[src/rtl/jtvigil_sndlatch.sv]
// Main-to-sound CPU command channel: CH FIFOs written by the main CPU, popped by
// the sound CPU, plus the sound-CPU interrupt and a stretched sound-CPU reset.

module jtvigil_sndlatch_fifo #(
    parameter int DW    = 8,
    parameter int DEPTH = 1,
    parameter int OVR   = 1,
    parameter int AW    = (DEPTH > 1) ? $clog2(DEPTH) : 1,
    parameter int CW    = $clog2(DEPTH) + 1
) (
    input  logic          clk,
    input  logic          rst_n,
    input  logic          i_flush,
    input  logic          i_push,
    input  logic          i_pop,
    input  logic [DW-1:0] i_din,
    output logic [DW-1:0] o_head,
    output logic [CW-1:0] o_cnt
);
    logic [DW-1:0] r_mem [DEPTH];
    logic [AW-1:0] r_wptr, r_rptr;
    logic [CW-1:0] r_cnt;
    logic [AW-1:0] w_last;
    logic          w_full, w_pop_ok, w_store, w_ovw;

    function automatic logic [AW-1:0] inc(input logic [AW-1:0] p);
        return (DEPTH == 1) ? '0 : AW'(p + 1'b1);
    endfunction

    assign w_full   = (r_cnt == CW'(DEPTH));
    assign w_pop_ok = i_pop & (r_cnt != '0);
    // a pop in the same cycle frees a slot, so a push on a full FIFO still lands
    assign w_store  = i_push & (~w_full | w_pop_ok);
    assign w_ovw    = i_push & w_full & ~w_pop_ok & (OVR != 0);
    assign w_last   = (DEPTH == 1) ? '0 : AW'(r_wptr - 1'b1);
    assign o_head   = r_mem[r_rptr];
    assign o_cnt    = r_cnt;

    always_ff @(posedge clk) begin
        if (!i_flush) begin
            if (w_store)     r_mem[r_wptr] <= i_din;
            else if (w_ovw)  r_mem[w_last] <= i_din;
        end
    end

    always_ff @(posedge clk or negedge rst_n) begin
        if (!rst_n) begin
            r_wptr <= '0;
            r_rptr <= '0;
            r_cnt  <= '0;
        end else if (i_flush) begin
            r_wptr <= '0;
            r_rptr <= '0;
            r_cnt  <= '0;
        end else begin
            if (w_pop_ok) r_rptr <= inc(r_rptr);
            if (w_store)  r_wptr <= inc(r_wptr);
            if (w_store && !w_pop_ok)      r_cnt <= r_cnt + 1'b1;
            else if (!w_store && w_pop_ok) r_cnt <= r_cnt - 1'b1;
        end
    end
endmodule

module jtvigil_sndlatch #(
    parameter int CH      = 2,
    parameter int DW      = 8,
    parameter int DEPTH   = 1,
    parameter int OVR     = 1,
    parameter int RST_CYC = 16
) (
    input  logic            clk,
    input  logic            rst_n,
    input  logic            cen,
    input  logic            main_we,
    input  logic [1:0]      main_sel,
    input  logic [DW-1:0]   main_din,
    input  logic            sres_we,
    input  logic            sres_din,
    output logic [2*CH-1:0] main_st,
    input  logic            snd_rd,
    input  logic [1:0]      snd_sel,
    output logic [DW-1:0]   snd_dout,
    output logic            snd_int,
    output logic            sres_b
);
    localparam int CW   = $clog2(DEPTH) + 1;
    localparam int SCW  = $clog2(RST_CYC + 1);

    logic [CH-1:0][DW-1:0] w_head;
    logic [CH-1:0][CW-1:0] w_cnt;
    logic [CH-1:0]         w_push, w_pop, w_ne, w_full;
    logic                  w_flush, w_req_nxt, w_sres_nxt;
    logic [SCW-1:0]        w_scnt_nxt;
    logic [DW-1:0]         w_dout_nxt;

    logic                  r_sres_b, r_req, r_int;
    logic [SCW-1:0]        r_scnt;
    logic [DW-1:0]         r_dout;

    assign w_flush = cen & sres_we & ~sres_din;

    genvar c;
    generate
        for (c = 0; c < CH; c++) begin : g_ch
            assign w_push[c] = cen & main_we & (int'(main_sel) == c);
            assign w_pop[c]  = cen & snd_rd & r_sres_b & (int'(snd_sel) == c);
            assign w_ne[c]   = (w_cnt[c] != '0);
            assign w_full[c] = (w_cnt[c] == CW'(DEPTH));

            jtvigil_sndlatch_fifo #(.DW(DW), .DEPTH(DEPTH), .OVR(OVR)) u_fifo (
                .clk     (clk),
                .rst_n   (rst_n),
                .i_flush (w_flush),
                .i_push  (w_push[c]),
                .i_pop   (w_pop[c]),
                .i_din   (main_din),
                .o_head  (w_head[c]),
                .o_cnt   (w_cnt[c])
            );
        end
    endgenerate

    assign main_st = {w_full, w_ne};

    always_comb begin
        w_dout_nxt = r_dout;
        for (int i = 0; i < CH; i++)
            if (w_pop[i] && w_ne[i]) w_dout_nxt = w_head[i];
    end

    // release fires on the cen edge where the counter reaches zero
    always_comb begin
        w_req_nxt  = w_flush ? 1'b0 : (r_req | (cen & sres_we & sres_din));
        w_sres_nxt = r_sres_b;
        w_scnt_nxt = r_scnt;
        if (w_flush) begin
            w_sres_nxt = 1'b0;
            w_scnt_nxt = SCW'(RST_CYC);
        end else if (cen && !r_sres_b) begin
            w_scnt_nxt = (r_scnt == '0) ? '0 : r_scnt - 1'b1;
            if (w_scnt_nxt == '0 && w_req_nxt) w_sres_nxt = 1'b1;
        end
    end

    always_ff @(posedge clk or negedge rst_n) begin
        if (!rst_n) begin
            r_sres_b <= 1'b0;
            r_scnt   <= SCW'(RST_CYC);
            r_req    <= 1'b1;
            r_int    <= 1'b0;
            r_dout   <= '0;
        end else if (cen) begin
            r_sres_b <= w_sres_nxt;
            r_scnt   <= w_scnt_nxt;
            r_req    <= w_req_nxt;
            r_int    <= w_sres_nxt & (|w_ne);
            r_dout   <= w_dout_nxt;
        end
    end

    assign snd_dout = r_dout;
    assign snd_int  = r_int;
    assign sres_b   = r_sres_b;
endmodule
[config.mk]
export PLATFORM = sky130hd
export DESIGN_NAME = jtvigil_sndlatch
export DESIGN_NICKNAME = d
export VERILOG_FILES = /design/src/rtl/jtvigil_sndlatch.sv
export SDC_FILE = /design/constraint.sdc
export NUM_CORES = 1
export LEC_CHECK = 0
export BUFFER_PORTS_ARGS = -buffer_cell sky130_fd_sc_hd__buf_4
export CAP_MARGIN = 20
export CORE_AREA = 2 2 62 64
export DETAILED_ROUTE_END_ITERATION = 16
export DIE_AREA = 0 0 64 66
export PLACE_DENSITY = 0.66
export SLEW_MARGIN = 10
export SYNTH_ARGS = -nofsm -noshare
export SYNTH_HDL_FRONTEND = slang
export SYNTH_SLANG_ARGS = --single-unit
export TNS_END_PERCENT = 10
[constraint.sdc]
create_clock -name clk -period 2.29 [get_ports clk]
set_input_delay 0.3435 -clock clk [delete_from_list [all_inputs] [get_ports clk]]
set_output_delay 0.3435 -clock clk [all_outputs]
set_load 0.005 [all_outputs]
# Yosys cells after proc, flatten, opt, wreduce, memory -nomap -nowiden
# Memories as Yosys holds them, arrays and structs flattened.
# Index checks and enable logic that the tools add are counted.
# W data, S select, Z words.
dict set report classes {
  reduce_logical 26
  eq_ne 2
  add_sub_neg 5
  n_mux 33
  n_bitwise 27
}
# op count
set ops {}
lappend ops {{$mux W8} 4}
lappend ops {{$mux W1} 26}
lappend ops {{$and A1 B1 Y1} 19}
lappend ops {{$reduce_or A8 Y1} 2}
lappend ops {{$mux W5} 3}
lappend ops {{$logic_not A5 Y1} 2}
lappend ops {{$logic_and A1 B1 Y1} 8}
lappend ops {{$reduce_bool A3 Y1} 2}
lappend ops {{$logic_not A1 Y1} 5}
lappend ops {{$not A1 Y1} 5}
lappend ops {{$sub A5 B1 Y5 const B} 1}
lappend ops {{$eq A2 B2 Y1 const B} 2}
lappend ops {{$logic_not A2 Y1} 2}
lappend ops {{$reduce_and A2 Y1} 2}
lappend ops {{$reduce_bool A2 Y1} 2}
lappend ops {{$or A1 B1 Y1} 3}
lappend ops {{$add A1 B1 Y1 const B} 2}
lappend ops {{$reduce_or A2 Y1} 1}
lappend ops {{$sub A1 B1 Y1 const B} 2}
dict set report word_totals {
  out_inout_bits 14
  memories 2
  reg_bits 18
  wordCells 102
  ramBits 16
}
# memory depth width rd rd_clocked_by_memory_dff write_ports line_no
set mem_list {}
lappend mem_list {{g_ch[0].u_fifo.r_mem} 1 8 1 0 1 20} ;# logic [DW-1:0] r_mem [DEPTH];
lappend mem_list {{g_ch[1].u_fifo.r_mem} 1 8 1 0 1 20}

# Logic depth before layout (Yosys ltp)
dict set report logic_depth {
  ltp_word 12
  ltp_mapped 6
  depth_no_buf 6
}

# Hierarchy
# Synthesis repeated with hierarchy kept, for this count alone.
dict set report hier_totals {
  cells_unflattened 125
  area_unflattened_um2 1524.0
}
# mod instances area_per_inst_um2 cells_per_inst
set modules_own_cells {}
lappend modules_own_cells {jtvigil_sndlatch 1 948.4 99}
lappend modules_own_cells {jtvigil_sndlatch_fifo 2 287.8 13}

# Worst setup path after synthesis
# Ideal clock, no wire load.
dict set report synth_timing {
  kind {in2reg}
  startpoint {in sres_we}
  endpoint {mem g_ch[1].u_fifo.r_mem[0][0], enable pin}
  t_arrival_ns 1.517
  setup_ns 0.400
  path_stages 2
  path_buffers 0
  slack_ns 0.373
  required_time_ns 1.890
  path_cell_list {nor2b_1 nor4b_1}
}
dict set report synth_between {
  elab_chain_len 6
  elab_cells_between_ends 8
}
# element line_no
set synth_rtl {}
lappend synth_rtl {{start, declared} 77} ;# input logic sres_we,
lappend synth_rtl {{$and A1 B1 Y1 (*) (2 in a row)} 100} ;# assign w_flush = cen & sres_we & ~sres_din;
lappend synth_rtl {{$mux W1} 40} ;# if (!i_flush) begin
lappend synth_rtl {{$mux W1 (not written as such)} 42} ;# else if (w_ovw) r_mem[w_last] <= i_din;
lappend synth_rtl {{$reduce_or A8 Y1 (no source line)} n/a}
lappend synth_rtl {{$mux W1 (no source line) (*)} n/a}
lappend synth_rtl {{end, declared} 20}
# Mark *: on every way between the ends. The rest lies on a longest branch, timed or not.

# Worst setup path after layout
dict set report layout_timing {
  startpoint {reg r_scnt[0]}
  endpoint {reg r_sres_b, in the netlist sres_b}
}
dict set report layout_between {
  elab_chain_len 7
  elab_cells_between_ends 8
}
# element line_no
set layout_rtl {}
lappend layout_rtl {{start, declared} 97} ;# logic [SCW-1:0] r_scnt;
lappend layout_rtl {{start signal, assigned} 148} ;# r_scnt <= SCW'(RST_CYC);
lappend layout_rtl {{start signal, assigned} 154} ;# r_scnt <= w_scnt_nxt;
lappend layout_rtl {{$sub A5 B1 Y5 or $logic_not A5 Y1 (tied branches)} 140} ;# w_scnt_nxt = (r_scnt == '0) ? '0 : r_scnt - 1'b1;
lappend layout_rtl {{$mux W5 (*)} 140}
lappend layout_rtl {{$logic_not A5 Y1 (*)} 141} ;# if (w_scnt_nxt == '0 && w_req_nxt) w_sres_nxt = 1'b1;
lappend layout_rtl {{$logic_and A1 B1 Y1 (*)} 141}
lappend layout_rtl {{$mux W1 (*)} 141}
lappend layout_rtl {{$mux W1 (*)} 139} ;# end else if (cen && !r_sres_b) begin
lappend layout_rtl {{$mux W1 (*)} 136} ;# if (w_flush) begin
lappend layout_rtl {{end signal, assigned} 153} ;# r_sres_b <= w_sres_nxt;
lappend layout_rtl {{end, declared} 96} ;# logic r_sres_b, r_req, r_int;
# Marks and branches as above.
# A chain may end at the register's enable or synchronous reset.

==> run summary <==
Share of power burned in the clock network - 25.7%
Max Cap Viol - 0
Global-route wire length before repair - 4.85 mm
Worst-path clk slew - 100 ps
DRT Pass-1 Iters - 4
Setup_tns - 0 ps
Synth Cell Area - 1550 um2
DR vias - 1,032
Worst setup path class - reg -> reg
Net Sw Power - 516 uW
H-tree depth - 2
Initial antenna violation count - 0
Peak supply drop - 0.403 mV
CTS root buf - clkbuf_4
CTS tree - built
Max-slew violations - 0
Die Y - 66 um
# clock sinks - 34
Startpoint class of the critical path - flop
Core box area - 3550 um2
Post-CTS sizing - 0
Buf/Inv on CP - 1
Cell variety after synth - 38
CP Max Fanout - 5
Reg2Reg Depth - 6
Critical Path, Cell by Cell - inv_1 -> ha_1 -> nor4b_2 -> a21o_1 -> nand4_1 -> o21ai_0
Slowest cell on crit path - dfrtp_1
Final Hold Viols - 0
DRT iter0 DRCs - 27
Initial Util - 43.6%
Number of port buffers - 32
Routability Congestion - 0.772
Mapped Nets - 140
# IOs - 33
Syn avg cell area - 12.9 um2
WL final - 2.71 mm
Die area - 4220 um2
Final critical-path share of the clock period - 68.7%
Yosys reg bits - 34
Bufs on Longest Clock Path - 2
Worst Skew - 9.06 ps
CP Capture Type - flop
Drt drc - 0
Layout Area Growth over Synthesis - 23.9%
EDFF count, synth - 16
Die Span X - 64 um
Layout cells sized above 1 - 38.9%
Crit path max-delay family - simple AND/OR/NAND/NOR gates
Flop pwr share - 48.4%
Hold EP - g_ch[0].u_fifo.r_mem[0][5]
Mapped Cells - 120
FF-to-FF setup slack - 720 ps
Most frequent cells in the layout - 34 x buf_4, 16 x dfrtp_1, 16 x edfxtp_1
Global router's overall resource usage - 15.9%
Period minus WS final - 1570 ps
Slew @ Worst Pin - 497 ps
Largest net degree at the start of global routing - 19
Final setup viols - 0
Static leakage - 0.819 nW
Post-synth top flop - edfxtp_1
HP Class - in -> reg
Via-per-instance ratio - 5.03
Post-Place Worst Slack - 734 ps
Total gr overflow - 0
Cells on Worst Hold Path - 1
Relative slew margins - 66.8%
P_int - 1.25 mW
FFs w/ async S/R, synth - 52.9%
Clock Latency Late Sink - 340 ps
PD cells - 922 nW/um2
Worst path max stage delay - 430 ps
Sequential share of the synthesized area - 60.3%
Most common cell after layout, fill and taps aside - buf_4
Critical Path RT - 2550 ps
TritonCTS buffer count - 5
Yosys warning count - 0
FF-to-FF End - sres_b
Post-DP HPWL - 1.99 mm
ANT cells - 0
Setup ws final - 717 ps
Combinational share of power - 26.0%
Nets@finish - 176
Rows - 22
Status - finished clean
Vias in the first global route - 1,023
CP arrival - 1840 ps
Worst reg2reg startpoint - r_scnt[0]
RSZ-0062 raised after global routing - no
Sw Ratio - 29.2%
Avg WL per Cell - 13.2 um
Hold Crit Start - main_din[5]
Fmax - 636 MHz
Post-DRT Antenna Nets - 0
[per-layer routing]
metal	wire (um)	track usage (%)
met5	0	0
met4	76	8.97
met3	158	6.30
met2	1400	26.2
met1	1080	17.6
[power by group through the flow]
stage                     registers, mW  logic (mW)  clock network, mW
after floorplan                   0.845       0.310                  0
after detailed placement          0.868       0.457                  0
after global routing              0.873       0.525              0.504
after CTS                         0.856       0.465              0.467
final                             0.855       0.459              0.454
after global placement            0.859       0.445                  0
[synth_stat cells (2+ instances only)]
library cell | count | area (um2)
nor2_1 | 14 | 52.6
nand3_1 | 2 | 10.0
buf_6 | 2 | 22.5
nand2_1 | 8 | 30.0
nor3_1 | 3 | 15.0
buf_4 | 4 | 30.0
nor2b_1 | 4 | 25.0
o21ai_0 | 2 | 10.0
nand2b_1 | 3 | 18.8
inv_1 | 2 | 7.51
edfxtp_1 | 16 | 480
a21oi_2 | 8 | 70.1
mux2i_1 | 9 | 90.1
dfstp_2 | 2 | 52.6
dfrtp_1 | 16 | 400
a21oi_1 | 3 | 15.0
[worst max path at each step]
stage	start	endpoint	slack [ps]	cells after the start
finish	r_scnt[0]	sres_b	720	6
global route	r_scnt[0]	snd_int	520	6
CTS	r_scnt[0]	sres_b	720	6
detailed placement	r_scnt[0]	sres_b	730	6
global placement	snd_sel[0]	snd_dout[4]	830	5
floorplan	sres_we	g_ch[1].u_fifo.r_mem[0][0]	370	2
[area by class of cell]
cell class	count	area (um2)
multi-input combinational	78	568
inverter	2	7.51
clock buffer	7	55.1
tap	48	60.1
sequential	34	933
fill	308	1630
timing repair buffer	35	265
clock inverter	1	30.0
[cell families (layout without fill, tap and decap cells)]
family | count (synthesis) | after routing | share of synthesized area [%]
AO/OA/AOI/OAI | 20 | 20 | 10.1
flip-flops | 34 | 34 | 60.3
adder cells (fa/ha/maj) | 1 | 1 | 0.808
buffers and inverters | 8 | 45 | 3.88
AND/OR/NAND/NOR | 47 | 47 | 18.4
multiplexers | 10 | 10 | 6.54
[what timing repair did]
item                                    in CTS  in global routing
setup buffers                                0                  0
hold buffers                                 1                  0
endpoints found under the setup margin       0                  0
endpoints found under the hold margin       16                  0
[worst register-to-register path, stage by stage, from the launching register on]
cell and delay (ps):
dfrtp_1 430, inv_1 70, ha_1 230, nor4b_2 340
a21o_1 120, nand4_1 110, o21ai_0 180
[through the flow]
| step | hold slack (ps) | total power, mW | area (um2) | std cells | util [%] |
|---|---|---|---|---|---|
| after floorplan | 47.9 | 1.15 | 1550 | 120 | - |
| after global placement | 228 | 1.30 | 1820 | 196 | 51.4 |
| after detailed placement | 235 | 1.32 | 1820 | 196 | 51.4 |
| after CTS | 168 | 1.79 | 1920 | 205 | 54.1 |
| after global routing | 142 | 1.90 | 1920 | 205 | 54.1 |
| final | 185 | 1.77 | 1920 | 205 | 54.1 |
[state kept, by name, indices dropped and copies added, names as in the netlist]
signal	cells
g_ch.u_fifo.o_cnt	2
sres_b	1
snd_int	1
g_ch.u_fifo.r_mem	16
r_req	1
snd_dout	8
r_scnt	5
Note: power is estimated with default switching activity, not from simulation.
